## config.mk

```make
export PLATFORM = sky130hd
export DESIGN_NAME = usb_data_buffer_flat
export DESIGN_NICKNAME = d
export VERILOG_FILES = /design/src/rtl/usb_data_buffer_if.sv /design/src/rtl/usb_data_buffer.sv /design/src/flat_wrapper.sv
export SDC_FILE = /design/constraint.sdc
export NUM_CORES = 1
export LEC_CHECK = 0
export ABC_AREA = 1
export ABC_CLOCK_PERIOD_IN_PS = 3050
export CORE_UTILIZATION = 40
export CTS_CLUSTER_DIAMETER = 100
export DETAILED_ROUTE_END_ITERATION = 8
export MAX_ROUTING_LAYER = met4
export PLACE_DENSITY_LB_ADDON = 0.1
export SETUP_SLACK_MARGIN = 0.4
export SYNTH_ARGS = -nofsm -noshare
export SYNTH_HDL_FRONTEND = slang
export SYNTH_SLANG_ARGS = --single-unit
```

## constraint.sdc

```tcl
create_clock -name clk -period 3.05 [get_ports clk]
set_clock_uncertainty 0.05 [all_clocks]
set_input_delay 0.61 -clock clk [delete_from_list [all_inputs] [get_ports clk]]
set_output_delay 0.61 -clock clk [all_outputs]
set_load 0.02 [all_outputs]
```

## src/rtl/usb_data_buffer_if.sv

```systemverilog
`default_nettype none
// ============================================================================
// Module   : usb_data_buffer_if
// Brief    : Push/pop/status bundle shared by the USB data buffer and its users.
// Revision : 1.0 - initial release
// ============================================================================
interface usb_data_buffer_if #(
    parameter int ADDR_BITS = 6
);
    logic                 clear;
    logic                 flush;
    logic                 store_tx_data;
    logic [7:0]           tx_data;
    logic                 store_rx_packet_data;
    logic [7:0]           rx_packet_data;
    logic                 get_tx_packet_data;
    logic                 get_rx_data;
    logic [7:0]           tx_packet_data;
    logic [7:0]           rx_data;
    logic [ADDR_BITS:0]   buffer_occupancy;
    logic                 overflow_err;
    logic                 underflow_err;

    modport slave (
        input  clear, flush, store_tx_data, tx_data, store_rx_packet_data,
               rx_packet_data, get_tx_packet_data, get_rx_data,
        output tx_packet_data, rx_data, buffer_occupancy, overflow_err,
               underflow_err
    );

    modport master (
        output clear, flush, store_tx_data, tx_data, store_rx_packet_data,
               rx_packet_data, get_tx_packet_data, get_rx_data,
        input  tx_packet_data, rx_data, buffer_occupancy, overflow_err,
               underflow_err
    );
endinterface
`default_nettype wire

```

## src/rtl/usb_data_buffer.sv

```systemverilog
`default_nettype none
// ============================================================================
// Module   : usb_data_buffer
// Brief    : Circular first-word-fall-through byte buffer between bus and USB.
// Revision : 1.0 - initial release
// ============================================================================
module usb_data_buffer #(
    parameter int ADDR_BITS = 6
) (
    input  wire                     clk,
    input  wire                     n_rst,
    usb_data_buffer_if.slave        bus
);
    localparam int unsigned            c_depth   = 2 ** ADDR_BITS;
    localparam logic [ADDR_BITS:0]     c_full    = c_depth[ADDR_BITS:0];
    localparam logic [ADDR_BITS:0]     c_occ_one = 1;
    localparam logic [ADDR_BITS-1:0]   c_ptr_one = 1;

    logic [7:0]           mem_q [c_depth];
    logic [7:0]           mem_d [c_depth];
    logic [ADDR_BITS-1:0] wr_ptr_q, wr_ptr_d;
    logic [ADDR_BITS-1:0] rd_ptr_q, rd_ptr_d;
    logic [ADDR_BITS:0]   occ_q, occ_d;
    logic                 overflow_q, overflow_d;
    logic                 underflow_q, underflow_d;

    logic                 w_clr;
    logic                 w_push_req;
    logic                 w_pop_req;
    logic                 w_empty;
    logic                 w_full;
    logic                 w_pop_ok;
    logic                 w_push_ok;
    logic [7:0]           w_wr_data;
    logic [7:0]           w_head;

    always_comb begin
        w_clr      = bus.clear | bus.flush;
        w_push_req = bus.store_tx_data | bus.store_rx_packet_data;
        w_pop_req  = bus.get_tx_packet_data | bus.get_rx_data;
        w_empty    = (occ_q == '0);
        w_full     = (occ_q == c_full);
        w_pop_ok   = w_pop_req & ~w_empty;
        // A pop in the same cycle frees the slot a full-buffer push needs.
        w_push_ok  = w_push_req & (~w_full | w_pop_ok);
        w_wr_data  = bus.store_tx_data ? bus.tx_data : bus.rx_packet_data;
        w_head     = w_empty ? 8'h00 : mem_q[rd_ptr_q];
    end

    always_comb begin
        mem_d       = mem_q;
        wr_ptr_d    = wr_ptr_q;
        rd_ptr_d    = rd_ptr_q;
        occ_d       = occ_q;
        overflow_d  = 1'b0;
        underflow_d = 1'b0;
        if (w_clr) begin
            wr_ptr_d = '0;
            rd_ptr_d = '0;
            occ_d    = '0;
        end else begin
            if (w_push_ok) begin
                mem_d[wr_ptr_q] = w_wr_data;
                wr_ptr_d        = wr_ptr_q + c_ptr_one;
            end
            if (w_pop_ok) begin
                rd_ptr_d = rd_ptr_q + c_ptr_one;
            end
            case ({w_push_ok, w_pop_ok})
                2'b10:   occ_d = occ_q + c_occ_one;
                2'b01:   occ_d = occ_q - c_occ_one;
                default: occ_d = occ_q;
            endcase
            // Dual store strobes lose the rx byte, which is reported as overflow.
            overflow_d  = (w_push_req & ~w_push_ok) |
                          (bus.store_tx_data & bus.store_rx_packet_data);
            underflow_d = w_pop_req & w_empty;
        end
    end

    always_ff @(posedge clk or negedge n_rst) begin
        if (!n_rst) begin
            for (int i = 0; i < c_depth; i++) begin
                mem_q[i] <= 8'h00;
            end
            wr_ptr_q    <= '0;
            rd_ptr_q    <= '0;
            occ_q       <= '0;
            overflow_q  <= 1'b0;
            underflow_q <= 1'b0;
        end else begin
            mem_q       <= mem_d;
            wr_ptr_q    <= wr_ptr_d;
            rd_ptr_q    <= rd_ptr_d;
            occ_q       <= occ_d;
            overflow_q  <= overflow_d;
            underflow_q <= underflow_d;
        end
    end

    assign bus.tx_packet_data   = w_head;
    assign bus.rx_data          = w_head;
    assign bus.buffer_occupancy = occ_q;
    assign bus.overflow_err     = overflow_q;
    assign bus.underflow_err    = underflow_q;
endmodule
`default_nettype wire

```

## src/flat_wrapper.sv

```systemverilog
// flat-port wrapper written by rule: the top's interface ports become plain ports
module usb_data_buffer_flat 
#(
    parameter int ADDR_BITS = 6
)
  (clk, n_rst, bus_clear, bus_flush, bus_store_tx_data, bus_tx_data, bus_store_rx_packet_data, bus_rx_packet_data, bus_get_tx_packet_data, bus_get_rx_data, bus_tx_packet_data, bus_rx_data, bus_buffer_occupancy, bus_overflow_err, bus_underflow_err);
  usb_data_buffer_if #(.ADDR_BITS(ADDR_BITS)) bus_i ();
  input  wire clk;
  input  wire n_rst;
  input wire logic [$bits(bus_i.clear)-1:0] bus_clear;
  input wire logic [$bits(bus_i.flush)-1:0] bus_flush;
  input wire logic [$bits(bus_i.store_tx_data)-1:0] bus_store_tx_data;
  input wire logic [$bits(bus_i.tx_data)-1:0] bus_tx_data;
  input wire logic [$bits(bus_i.store_rx_packet_data)-1:0] bus_store_rx_packet_data;
  input wire logic [$bits(bus_i.rx_packet_data)-1:0] bus_rx_packet_data;
  input wire logic [$bits(bus_i.get_tx_packet_data)-1:0] bus_get_tx_packet_data;
  input wire logic [$bits(bus_i.get_rx_data)-1:0] bus_get_rx_data;
  output wire logic [$bits(bus_i.tx_packet_data)-1:0] bus_tx_packet_data;
  output wire logic [$bits(bus_i.rx_data)-1:0] bus_rx_data;
  output wire logic [$bits(bus_i.buffer_occupancy)-1:0] bus_buffer_occupancy;
  output wire logic [$bits(bus_i.overflow_err)-1:0] bus_overflow_err;
  output wire logic [$bits(bus_i.underflow_err)-1:0] bus_underflow_err;
  assign bus_i.clear = bus_clear;
  assign bus_i.flush = bus_flush;
  assign bus_i.store_tx_data = bus_store_tx_data;
  assign bus_i.tx_data = bus_tx_data;
  assign bus_i.store_rx_packet_data = bus_store_rx_packet_data;
  assign bus_i.rx_packet_data = bus_rx_packet_data;
  assign bus_i.get_tx_packet_data = bus_get_tx_packet_data;
  assign bus_i.get_rx_data = bus_get_rx_data;
  assign bus_tx_packet_data = bus_i.tx_packet_data;
  assign bus_rx_data = bus_i.rx_data;
  assign bus_buffer_occupancy = bus_i.buffer_occupancy;
  assign bus_overflow_err = bus_i.overflow_err;
  assign bus_underflow_err = bus_i.underflow_err;
  usb_data_buffer #(.ADDR_BITS(ADDR_BITS)) u_core (.clk(clk), .n_rst(n_rst), .bus(bus_i));
endmodule
```

==> results of run 1 <==
## power breakdown
part,internal [mW],switching [mW]
Combinational,0.820,1.29
Clock,4.60,3.08
Sequential,7.16,0.0584
## Yosys cell counts (2+ instances only)
cell type	instances	share of area, %
a21oi_1	36	0.71
and3_1	7	0.17
buf_1	22	0.32
buf_2	85	1.7
buf_4	9	0.27
buf_6	4	0.18
clkbuf_1	106	1.6
clkinv_1	5	0.074
dfrtp_1	533	52
ha_1	6	0.29
inv_1	209	3.1
inv_2	2	0.029
mux2i_1	8	0.31
nand2_1	1199	18
nand3_1	290	5.7
nand3_2	2	0.079
nand3b_1	2	0.059
nand4_1	3	0.074
nor2_1	170	2.5
nor2_4	10	0.44
nor3_1	4	0.079
nor3_2	2	0.079
o21ai_0	578	11
o21ai_1	14	0.27
o21bai_1	2	0.059
o22ai_1	4	0.098
xnor2_1	4	0.14
xor2_1	6	0.21
## state kept, by name (all words and copies together) (netlist names)
name                         count
u_core.wr_ptr_q                  6
u_core.bus.underflow_err         1
u_core.mem_q                   512
u_core.bus.buffer_occupancy      7
u_core.rd_ptr_q                  6
u_core.bus.overflow_err          1
## layout make-up
cell class	count	area, sq um	area share [%]
tap	846	1060	3.28
clock inverter	25	292	0.902
sequential	533	13400	41.3
timing repair buffer	302	3560	11.0
timing repair inverter	1	11.3	0.0349
inverter	216	832	2.58
clock buffer	87	1810	5.59
multi-input combinational	2353	11400	35.3
## worst paths after layout
kind / startpoint / endpoint / slack (ps) / depth (start not counted)
worst max-delay path: u_core.rd_ptr_q[0] / bus_rx_data[1] / -440 / 12
min in group asynchronous: n_rst / u_core.bus.buffer_occupancy[2] / 490 / 2
worst min-delay path: u_core.mem_q[465] / u_core.mem_q[465] / 430 / 2
worst max register to register: u_core.bus.buffer_occupancy[1] / u_core.bus.buffer_occupancy[6] / 380 / 19
max in group asynchronous: n_rst / u_core.mem_q[331] / 1480 / 3
worst min register to register: u_core.mem_q[465] / u_core.mem_q[465] / 430 / 2
## tightest hold or removal path: stages, from the launching register on
cell     delay (ps)
dfrtp_1         340
nand2_1          50
o21ai_0          60
## timing repair
action                                  4_1_cts  5_1_grt
pin swaps                                    62       59
hold endpoints to repair                     45        0
cloned                                       12        4
buffers inserted                             12       12
hold buffers                                  1        0
gates resized for setup                     263      132
endpoints found under the setup margin       20       92
## through the flow
stage | setup TNS, ps | cells
final | -6520 | 4363
after global routing | -7670 | 4363
after CTS | -6740 | 4347
after detailed placement | -5110 | 4210
after global placement | -4950 | 4210
after floorplan | 0 | 3329
## cell families (layout without fill, tap and decap cells)
logic type	after synthesis	count (layout)	share of synthesized area [%]
fa+ha+maj	6	6	0.295
simple gates	1693	1693	27.0
xor+xnor	10	10	0.344
mux	8	8	0.314
flops	533	533	52.3
compound gates	636	636	12.5
buf+inv	443	631	7.20
## metal layers
layer  global-route usage (%)  vias up
met5                        -        -
met4                     7.02        0
met3                     2.55      102
met2                     39.7      640
met1                     40.3    11200
li1                         -    10900
==> flow_summary_export.csv, run 1 <==
group,metric,value,unit
clock_tree,clock_path_buffers,3,
clock_tree,cts_buffers,61,
timing,relSlewSlack,37.1,%
drt,wl_per_cell,19.4,um
place,preCtsSetupSlack,-442,ps
setup_path,slowest_delay,520,ps
setup_path,path_cells,"buf_12 > inv_16 > buf_12 > nand2_1 > nand2_1 > nand2_1 > nand3_1 > nand3_2 > nand2_2 > nand3_1 > a21oi_4 > buf_6",
grt,antenna_found_initial,0,
timing,slew_viol_final,0,
floorplanning,die_w,254,um
final_layout,fin_area,32300,sq um
place,place.gp.congestion,0.908,
drt,dr.max_layer_used,"met4",
timing,fin_crit,3490,ps
power_and_ir_drop,powerDensity,526,nW/um^2
drt,num_vias,22900,
setup_path,critPathTopFamily,"simple AND/OR/NAND/NOR gates",
final_layout,antennaDiodeCount,0,
final_layout,most-common-layout-cells,"1,142 x nand2_1, 565 x o21ai_0, 526 x dfrtp_1",
clock_tree,cts_sinks,533,
final_layout,syn_to_final_growth,26.8,%
final_layout,drive_gt1_share,17.4,%
drt,met1_length,41.2,mm
drt,drt-total-wl,84.8,mm
place,postPlaceCellArea,28400,sq um
setup_path,end_kind,"output pin",
logic_synthesis,synth_ff_type,"dfrtp_1",
timing,timing.hold.ws,428,ps
logic_synthesis,yosysUniqueCellTypes,35,
floorplanning,io_pins,49,
logic_synthesis,yosysSeqAreaShare,52.3,%
grt,grt_pass1_vias,21700,
grt,grt_max_degree,90,
drt,ant_nets,0,
timing,max_freq,0.286,GHz
logic_synthesis,synthCells,3329,
place,dp_hpwl,53.0,mm
setup_path,path_class,"register to output pin",
timing,tightestPinTransition,940,ps
logic_synthesis,synth-edff-count,0,
logic_synthesis,synth_fp_nets,3359,
setup_path,crit_top_cell,"nand2_1",
setup_path,critPathMaxFanout,36,
setup_path,path_buf_inv,4,
final_layout,fillCellCount,6122,
floorplanning,die-area,64700,sq um
setup_path,slowest_stage,"dfrtp_4",
setup_path,worstPathArrival,2830,ps
job,cap_violations,0,
drt,drcViolationCount,0,
timing,rsz0062_at_grt,"yes",
drt,wl_met3,4.54,mm
drt,dr_wl_met2,37.4,mm
timing,finalSetupViolations,16,
grt,grt_pass1_wl,130,mm
logic_synthesis,netlist_area,25500,sq um
grt,overflow,0,
logic_synthesis,async_flop_share,100,%
floorplanning,initial_core_util,40.5,%
power_and_ir_drop,vdd_drop_max,0.438,mV
power_and_ir_drop,leakage,14.5,nW
drt,drt_iter0_drc,2424,
floorplanning,fp-row-count,92,
clock_tree,htree_levels,2,
grt,grt.total_usage,27.2,%
logic_synthesis,synth.avg_cell_area,7.66,sq um
timing,hold_viol,0,
clock_tree,cts_tree,"done",
final_layout,nets,3498,
drt,vias_per_cell,5.25,
timing,min_period_over_period,115,%
setup_path,required,2390,ps
power_and_ir_drop,power.total,17.0,mW
clock_tree,cts.root.buffer_cell,"clkbuf_16",
logic_synthesis,ys_ff_latch,533,
clock_tree,clkTransAtPathRegs,60,ps
place,portBuffers,48,
run_status,violations,"negative setup slack",
setup_path,cp-start-kind,"register",
floorplanning,core_area,63000,sq um
drt,drtPass1Iterations,6,
final_layout,layout_commonest_cell,"nand2_1",
timing,setup_ws,-443,ps
logic_synthesis,yosys_warnings,0,
final_layout,utilization,51.3,%
floorplanning,die_h,254,um
run_status,status,"finished with violations",
clock_tree,clock_latency,630,ps
min_path,hold_class,"register to register",
Power figures use the tool's default switching activity.
==> run 2, diff against run 1 <==
- CORE_UTILIZATION: 40 -> 50
==> run 2 against run 1 <==
Effect of this change:
- the run still ends with negative setup slack left
- non-clock buffer count decreased by 37
- utilization grew 11 points
- highest routed layer unchanged
- final cell count decreased by 5.0%
- sequential cell count unchanged
- first-iteration DRC count rose by 9.5%
- worst hold slack improved by 2.1 ps
- clock power decreased by 2.6%
- critical path type unchanged
- global-route usage grew 4.7 points
- sequential power hardly changed
==> flow_summary_export.csv, run 2 (synthesized netlist as in run 1, its figures left out) <==
group,metric,value,unit
power_and_ir_drop,sw_frac_of_total,25.4,%
grt,grt_pass1_vias,22100,
power_and_ir_drop,seq_power_share,43.3,%
power_and_ir_drop,p_clk_share,44.8,%
power_and_ir_drop,vdd_drop_max,0.567,mV
clock_tree,clock_latency,620,ps
place,place.gp.congestion,0.923,
clock_tree,htree_levels,2,
timing,fin_crit,3420,ps
clock_tree,cts.root.buffer_cell,"clkbuf_16",
timing,tightestPinTransition,783,ps
clock_tree,clkTransAtPathRegs,60,ps
timing,setup_ws,-366,ps
floorplanning,fp-row-count,82,
setup_path,critPathMaxFanout,12,
power_and_ir_drop,power.total,16.7,mW
final_layout,most-common-layout-cells,"1,171 x nand2_1, 567 x o21ai_0, 527 x dfrtp_1",
power_and_ir_drop,power.internal,12.4,mW
grt,grt_max_degree,76,
final_layout,largest_register,"u_core.mem_q",
floorplanning,io_pins,49,
power_and_ir_drop,leakage,14.2,nW
run_status,violations,"negative setup slack",
power_and_ir_drop,pwr-share-comb,11.9,%
place,dp_hpwl,48.1,mm
setup_path,path_class,"register to output pin",
power_and_ir_drop,p_switching,4.23,mW
setup_path,worstPathArrival,2760,ps
floorplanning,core_area,50200,sq um
drt,num_vias,23100,
floorplanning,die-area,51900,sq um
floorplanning,initial_core_util,50.8,%
clock_tree,cts_buffers,58,
grt,grt.total_usage,31.9,%
floorplanning,die_h,228,um
setup_path,required,2390,ps
drt,vias_per_cell,5.58,
timing,slew_viol_final,0,
drt,ant_nets,0,
clock_tree,cts_sinks,533,
place,postPlaceCellArea,27700,sq um
clock_tree,clock_path_buffers,3,
grt,antenna_found_initial,0,
timing,timing.hold.ws,430,ps
final_layout,nets,3457,
floorplanning,die_w,228,um
min_path,hold_class,"register to register",
place,portBuffers,48,
final_layout,drive_gt1_share,14.3,%
final_layout,layout_commonest_cell,"nand2_1",
timing,relSlewSlack,47.6,%
final_layout,largest_reg_flops,512,
drt,drt-total-wl,80.8,mm
drt,drtPass1Iterations,6,
drt,wl_per_cell,19.5,um
drt,drcViolationCount,0,
final_layout,syn_to_final_growth,22.6,%
timing,finalSetupTns,-5420,ps
timing,min_period_over_period,112,%
setup_path,end_kind,"output pin",
power_and_ir_drop,powerDensity,534,nW/um^2
job,cap_violations,0,
run_status,status,"finished with violations",
grt,grt_pass1_wl,126,mm
setup_path,cp-start-kind,"register",
final_layout,fin_area,31200,sq um
timing,hold_viol,0,
timing,max_freq,0.293,GHz
timing,rsz0062_at_grt,"yes",
grt,overflow,0,
place,preCtsSetupSlack,-363,ps
clock_tree,cts_tree,"done",
drt,drt_iter0_drc,2654,
timing,finalSetupViolations,16,
final_layout,antennaDiodeCount,0,
## run 2: changes by cell type in the layout (fill, tap and decap cells not counted), sizes merged
cell      before  now
buf          262  224
clkinv        18   13
clkbuf        90   97
bufbuf         5    0
inv          213  211
clkinvlp       5    2
## run 2: power groups by stage
stage / logic (mW) / registers (mW) / clock network [mW]
after floorplan: 0.791 / 7.33 / 0
after global placement: 1.59 / 7.34 / 0
after detailed placement: 1.60 / 7.34 / 0
after CTS: 1.79 / 7.21 / 7.57
after global routing: 2.11 / 7.22 / 7.86
final: 1.98 / 7.22 / 7.48
## run 2: critical path, cell delays in order, from the launching register on
cell and delay [ps]:
dfrtp_4 580, inv_12 80, buf_6 140, buf_12 140
buf_4 160, nand2_1 60, nand3_1 80, nand3_2 100
nand3_2 110, nand2_2 120, nand3_1 100, a21oi_2 170
buf_6 140, buf_4 140
## run 2: timing repair
action	CTS	global route
hold buffers	1	0
gates resized for setup	204	106
setup buffers	12	14
hold endpoints to repair	47	0
pin swaps	17	51
endpoints found under the setup margin	19	43
gates cloned	6	9
## run 2: metrics by stage
step / std cells / util, %
2_1_floorplan: 3329 / -
3_3_place_gp: 3997 / 55.2
3_5_place_dp: 3997 / 55.2
4_1_cts: 4120 / 60.7
5_1_grt: 4143 / 62.3
6_report: 4143 / 62.3
## run 2: area by class of cell
type	instances	area [sq um]
fillers	4336	18900
repair buffers	265	3070
flip-flops and latches	533	13400
inverters	216	828
well taps	672	841
clock buffers	88	1810
multi-input cells	2353	11100
clock inverters	16	235
## run 2: path summary, 6_finish.rpt
| check | start | to | slack, ps | cells after the start |
|---|---|---|---|---|
| worst min register to register | u_core.mem_q[469] | u_core.mem_q[469] | 430 | 2 |
| worst max register to register | u_core.bus.buffer_occupancy[2] | u_core.mem_q[130] | 500 | 9 |
| worst max-delay path | u_core.rd_ptr_q[0] | bus_tx_packet_data[5] | -370 | 13 |
| max in group asynchronous | n_rst | u_core.mem_q[82] | 1550 | 3 |
| min in group asynchronous | n_rst | u_core.mem_q[399] | 530 | 2 |
| worst min-delay path | u_core.mem_q[469] | u_core.mem_q[469] | 430 | 2 |
## run 2: per-layer routing
metal | routed length, um | up-vias | track usage [%]
li1 | - | 10800 | -
met1 | 35500 | 11200 | 45.0
met2 | 36300 | 990 | 46.9
met3 | 6290 | 152 | 4.04
met4 | 2780 | 0 | 12.1
met5 | 0 | - | -
